## config.mk

```make
export PLATFORM = sky130hd
export DESIGN_NAME = processors_control_param
export DESIGN_NICKNAME = d
export VERILOG_FILES = /design/src/rtl/processors_control_param.sv
export SDC_FILE = /design/constraint.sdc
export NUM_CORES = 1
export LEC_CHECK = 0
export CAP_MARGIN = 25
export CORE_ASPECT_RATIO = 0.6
export CORE_MARGIN = 4
export CORE_UTILIZATION = 30
export DETAILED_ROUTE_END_ITERATION = 16
export GPL_ROUTABILITY_DRIVEN = 0
export PLACE_DENSITY = 0.56
export SLEW_MARGIN = 20
export SYNTH_ARGS = -nofsm -noshare
export SYNTH_HDL_FRONTEND = slang
export SYNTH_SLANG_ARGS = --single-unit
```

## constraint.sdc

```tcl
create_clock -name clk -period 6 [get_ports clk]
set_input_delay 1.5 -clock clk [delete_from_list [all_inputs] [get_ports clk]]
set_output_delay 1.5 -clock clk [all_outputs]
set_load 0.01 [all_outputs]
```

## src/rtl/processors_control_param.sv

```systemverilog
// Sequencer for the matrix-vector processor array: wipe, clear, compute, drain per pass, then done.
// Latency: 2 + ceil(N/NUM_PROC)*(1+N) + N cycles from accepted start to done when unstalled.
// Backpressure: av_empty freezes COMPUTE, result_full freezes DRAIN; optional stall counter via PROC_CTRL_STALL_CNT_EN.
module processors_control_param #(
  parameter int NUM_PROC = 4,
  parameter int N_MAX    = 16,
  parameter int N_WIDTH  = 5,
  localparam int PSEL_W  = (NUM_PROC > 1) ? $clog2(NUM_PROC) : 1,
  localparam int CNT_W   = $clog2(N_MAX + 1)
) (
  input  logic               clk,
  input  logic               reset,
  input  logic               start,
  input  logic [N_WIDTH-1:0] N,
  input  logic               av_empty,
  input  logic               result_full,
  output logic               busy,
  output logic               done,
  output logic               err_bad_n,
  output logic               rst_FIFO_out,
  output logic               rst_processor,
  output logic               pop_a_v,
  output logic               push_result,
  output logic [PSEL_W-1:0]  processor_number,
  output logic [N_WIDTH-1:0] pass_index
`ifdef PROC_CTRL_STALL_CNT_EN
  ,
  output logic [15:0]        stall_cycles
`endif
);

  typedef enum logic [2:0] {
    IDLE    = 3'd0,
    WIPE    = 3'd1,
    CLEAR   = 3'd2,
    COMPUTE = 3'd3,
    DRAIN   = 3'd4,
    DONE    = 3'd5
  } state_t;

  state_t             state, state_n;
  logic [CNT_W-1:0]   n_lat;
  logic [CNT_W-1:0]   rows_left;
  logic [CNT_W-1:0]   rows_pass;
  logic [CNT_W-1:0]   col_cnt;
  logic [PSEL_W-1:0]  row_idx;
  logic [N_WIDTH-1:0] pass_q;
  logic               err_q;

  logic               n_ok;
  logic               accept;
  logic [CNT_W-1:0]   col_next;
  logic               last_col;
  logic               last_row;
  logic [CNT_W-1:0]   rows_rem;

  // Start qualification and end-of-row / end-of-pass detection.
  always_comb begin
    n_ok     = (N != '0) && (int'(N) <= N_MAX);
    accept   = (state == IDLE) && start && n_ok;
    col_next = col_cnt + CNT_W'(1);
    last_col = (col_next == n_lat);
    last_row = (int'(row_idx) == (int'(rows_pass) - 1));
    rows_rem = rows_left - rows_pass;
  end

  // State register.
  always_ff @(posedge clk or negedge reset) begin
    if (!reset) begin
      state <= IDLE;
    end else begin
      state <= state_n;
    end
  end

  // Next state and strobes; every output is decoded from current state and counters.
  always_comb begin
    state_n          = state;
    busy             = (state != IDLE);
    done             = 1'b0;
    err_bad_n        = err_q;
    rst_FIFO_out     = 1'b0;
    rst_processor    = 1'b0;
    pop_a_v          = 1'b0;
    push_result      = 1'b0;
    processor_number = '0;
    pass_index       = pass_q;
    case (state)
      IDLE: begin
        rst_processor = 1'b1;
        if (accept) state_n = WIPE;
      end
      WIPE: begin
        rst_FIFO_out  = 1'b1;
        rst_processor = 1'b1;
        state_n       = CLEAR;
      end
      CLEAR: begin
        rst_processor = 1'b1;
        state_n       = COMPUTE;
      end
      COMPUTE: begin
        pop_a_v = ~av_empty;
        if (pop_a_v && last_col) state_n = DRAIN;
      end
      DRAIN: begin
        push_result      = ~result_full;
        processor_number = row_idx;
        if (push_result && last_row) begin
          state_n = (rows_rem == '0) ? DONE : CLEAR;
        end
      end
      DONE: begin
        done    = 1'b1;
        state_n = IDLE;
      end
      default: state_n = IDLE;
    endcase
  end

  // Job counters: latch N on accept, count columns per pop, rows per push, passes per drain.
  always_ff @(posedge clk or negedge reset) begin
    if (!reset) begin
      n_lat     <= '0;
      rows_left <= '0;
      rows_pass <= '0;
      col_cnt   <= '0;
      row_idx   <= '0;
      pass_q    <= '0;
      err_q     <= 1'b0;
    end else begin
      err_q <= (state == IDLE) && start && !n_ok;
      case (state)
        IDLE: begin
          if (accept) begin
            n_lat     <= CNT_W'(N);
            rows_left <= CNT_W'(N);
            pass_q    <= '0;
          end
        end
        CLEAR: begin
          col_cnt <= '0;
          // The final pass may cover fewer rows than there are processors.
          if (int'(rows_left) >= NUM_PROC) rows_pass <= CNT_W'(NUM_PROC);
          else                             rows_pass <= rows_left;
        end
        COMPUTE: begin
          if (pop_a_v) begin
            col_cnt <= col_next;
            if (last_col) row_idx <= '0;
          end
        end
        DRAIN: begin
          if (push_result) begin
            if (last_row) begin
              rows_left <= rows_rem;
              pass_q    <= pass_q + N_WIDTH'(1);
            end else begin
              row_idx <= row_idx + PSEL_W'(1);
            end
          end
        end
        default: ;
      endcase
    end
  end

`ifdef PROC_CTRL_STALL_CNT_EN
  // Saturating count of cycles lost to an empty operand FIFO or a full result FIFO.
  always_ff @(posedge clk or negedge reset) begin
    if (!reset) begin
      stall_cycles <= '0;
    end else if (accept) begin
      stall_cycles <= '0;
    end else if (((state == COMPUTE) && av_empty) || ((state == DRAIN) && result_full)) begin
      if (stall_cycles != 16'hFFFF) stall_cycles <= stall_cycles + 16'd1;
    end
  end
`endif

endmodule

```

Word-level counts from Yosys, hierarchy flattened
Index checks and enable logic that the tools add are counted.
Widths: inputs -> output; s select.
{ "totals": {"wordCells": 79, "output_inout_bits": 14, "inputBits": 10, "regBits": 31} }
{ "op_classes": {"eq_ne": 15, "n_bitwise": 2, "add_sub_neg": 5, "mux": 27, "reduce_logical": 20, "n_lt_le_gt_ge": 2} }
{ "op_table": {"columns": ["op", "count"], "rows": [
  ["$mux 5", 8],
  ["$pmux 5 s2", 3],
  ["$ne 2x2->1 const B", 8],
  ["$pmux 3 s5", 1],
  ["$mux 3", 4],
  ["$add 5x1->5 const B", 2],
  ["$mux 2", 5],
  ["$eq 3x2->1 const B", 2],
  ["$eq 3x3->1 const B", 2],
  ["$eq 3x6->1", 1],
  ["$logic_and 1x1->1", 6],
  ["$reduce_bool 2->1", 3],
  ["$sub 5x1->6 const B", 1],
  ["$eq 5x5->1", 1],
  ["$ge 5x3->1 const B", 1],
  ["$le 5x5->1 const B", 1],
  ["$logic_not 5->1", 1],
  ["$mux 1", 5],
  ["$reduce_and 5->1", 1],
  ["$reduce_bool 5->1", 1],
  ["$sub 5x5->5", 1],
  ["$pmux 2 s2", 1],
  ["$reduce_and 2->1", 2],
  ["$reduce_and 4->1", 1],
  ["8 further kinds", 9]
]} }

Depth between registers and ports, before layout
{ "depth": {"depth_word": 5, "mapped_depth": 8, "depth_no_buf": 8} }

Worst setup path before layout
No wires, ideal clock.
{ "synth_path": {"kind": "input to output", "startpoint": "input port av_empty", "endpoint": "output port pop_a_v", "arrival_ns": 2.099, "path_slack_ns": 2.401, "required_time_ns": 4.500, "path_buffers": 1, "stages": 3, "cell_sequence": "or3_1 > clkbuf_1 > inv_1"} }
{ "synth_via": {"elab_chain_len": 2} }
{ "synth_lines": {"columns": ["item", "line_no", "rtl"], "rows": [
  ["start: declaration", "15", "input logic av_empty,"],
  ["$not 1->1", "103", "pop_a_v = ~av_empty;"],
  ["$mux 1", "88", "case (state)"],
  ["end: declaration", "22", "output logic pop_a_v,"]
]} }
Every way passes these cells.

Worst setup path in the final report
Same ends and word-level chain as after synthesis.

==> flow_summary_export.csv <==
group,metric,value,unit
floorplanning,rows,22,
sta,finalCritPeriodShare,76.61,%
finish,regArea,775.7,µm²
global_routing,grt_first_pass_wirelength,7.534,mm
logic_synthesis,synth_top_area_share,40.90,%
floorplanning,fp.coreArea,6111,µm²
routing,drt_iter0_drc,99,
sta,timing.final.max_slew_violations,0,
sta,fin_ws,1.403,ns
critical_path,path_max_fanout,7,
logic_synthesis,ys.warnings.count,0,
logic_synthesis,synth.area.top_cells,"dfrtp_1 (41%), mux2_2 (5.9%), ha_1 (4.6%)",
placement,pre_cts_slack,1.405,ns
routing,drt-wirelength-per-cell,14.28,µm
routing,dr_total_vias,1502,
finish,drive_gt1_share,10.86,%
placement,hpwl,3.355,mm
cts,cts_resized,0,
finish,multi_input_area,1045,µm²
finish,areaGrowthSynthToFinish,22.82,%
logic_synthesis,synth_ff_type,"dfrtp_1",
logic_synthesis,ys_ff_latch,31,
floorplanning,die_y,69.59,µm
finish,fin_cells,305,
logic_synthesis,yosysSeqAreaShare,40.90,%
power,ir_worst_vdd,115.1,µV
sta,finalClockSkew,0.003507,ns
placement,portBuffers,23,
global_routing,track_usage,12.16,%
finish,num-nets-final,238,
floorplanning,initial_core_util,31.04,%
finish,diodes,0,
power,power_density,423.3,nW/µm²
sta,rsz0062_at_grt,"false",
floorplanning,die_w,110.7,µm
finish,layout_common_cells,"dfrtp_1 (31), clkdlybuf4s50_1 (23), nand2_1 (19), inv_1 (13), o21ai_0 (12)",
global_routing,gr-total-overflow,0,
cts,cts_hold_buf,0,
global_routing,grt_pass1_vias,1450,
sta,setup_tns,0,ns
routing,drc,0,
cts,cts_sinks,31,
finish,final_common_cell,"dfrtp_1",
cts,cts_buffers,5,
power,p_leak,0.9810,nW
floorplanning,die-area,7700,µm²
floorplanning,pin_count,24,
sta,tightest_slew,0.7239,ns
logic_synthesis,netlist_instances,194,
finish,final_util,38.12,%
routing,drt-total-wl,4.354,mm
critical_path,startpoint_type,"input pin",
logic_synthesis,synth.distinct_cells,46,
logic_synthesis,syn-cell-area,1897,µm²
critical_path,critPathRequiredTime,4.50,ns
routing,dr.pass1.iters,4,
cts,postCtsSetupBuffers,0,
logic_synthesis,synth_nets,212,
sta,slew_headroom,51.30,%
sta,setup_viol,0,
cts,clockRootBuffer,"clkbuf_8",
cts,cts_tree,"yes",
logic_synthesis,avgSynthCellArea,9.777,µm²
run,cap_violations,0,
critical_path,arrival,3.10,ns
critical_path,critPathKind,"input pin to output pin",
routing,antenna_left,0,
global_routing,antenna_found_initial,0,
cts,htreeDepth,2,
sta,timing.fmax,0.2175,GHz
global_routing,grt_max_degree,32,
cts,clk_latency,0.28,ns
sta,finalHoldViolations,0,
cts,clk_pin_slew,0.07,ns
status,status,"complete, no violations",
placement,dp_cells,297,
finish,n_fill_cell,624,
sta,post-route-min-period,4.597,ns
critical_path,cp-end-kind,"output pin",
logic_synthesis,synthArstFlopShare,100.0,%
routing,viasPerCell,4.925,
cts,cts_max_path_buffers,2,
hold_path,hold_class,"flip-flop to flip-flop",
logic_synthesis,synth_edf_count,0,
logic_synthesis,synth_top_cell_by_area,"dfrtp_1",
## power breakdown
| group | switching, W | total [W] | internal, W |
|---|---|---|---|
| combinational | 0.000208 | 0.000415 | 0.000208 |
| clock | 0.0000832 | 0.000218 | 0.000134 |
| sequential | 0.0000772 | 0.000353 | 0.000276 |
## synthesized netlist by cell type (4+ instances only)
master   instances
o21ai_0         12
and3_1           4
inv_1           13
nor4_1           5
nor2_1          10
xor2_1           6
o31ai_1          5
dfrtp_1         31
nor3_1           6
nand3_1          6
mux2_2          10
xnor2_1          9
ha_1             7
nand2_1         19
## metrics by stage
stage               hold slack (ns)  instance area (µm²)  total power [W]
floorplan                    0.4838                 1897        0.0006612
global placement             0.5194                 2212        0.0007672
detailed placement           0.5166                 2212        0.0007712
CTS                          0.5316                 2330        0.0009924
global route                 0.5580                 2330         0.001064
finish                       0.5286                 2330        0.0009862
## final cells by class
type	count	share of cell area (%)
sequential	31	33.30
timing repair buffer	24	10.20
inverter	13	2.095
multi-input combinational	145	44.84
clock inverter	2	1.504
tap	84	4.511
clock buffer	6	3.545
## worst paths after layout
kind | start | to | slack, ns | cells after the start
worst max register to register | rows_pass[0] | pass_index[0] | 3.51 | 7
worst max-delay path | av_empty | pop_a_v | 1.40 | 4
min in group asynchronous | reset | col_cnt[2] | 1.62 | 2
max in group asynchronous | reset | rows_pass[1] | 4.08 | 2
worst min register to register | rows_left[0] | rows_pass[0] | 0.53 | 1
worst min-delay path | rows_left[0] | rows_pass[0] | 0.53 | 1
## registers in the layout, summed over array words and instances (netlist names)
register	cells
rows_left	5
rows_pass	5
pass_index	5
err_bad_n	1
state	3
col_cnt	5
row_idx	2
n_lat	5
## cells by family after synthesis
group	synth area share (%)
and+or+nand+nor	19.26
AOI/OAI and AO/OA	14.51
DFF	40.90
buffers and inverters	4.024
xor gates and xnor gates	8.114
muxes	7.520
adders and majority gates	5.673
## critical path, stage by stage
cell,delay (ns)
clkdlybuf4s50_1,0.47
or3_1,0.46
inv_1,0.13
clkdlybuf4s50_1,0.54
## routing by layer
metal	wire, µm	GRT usage [%]	vias up
met1	2457	18.72	712
met2	1619	16.33	28
met5	0	0	-
met4	27	2.459	0
li1	-	-	758
met3	250	3.923	4
(Power assumes the default switching activity.)
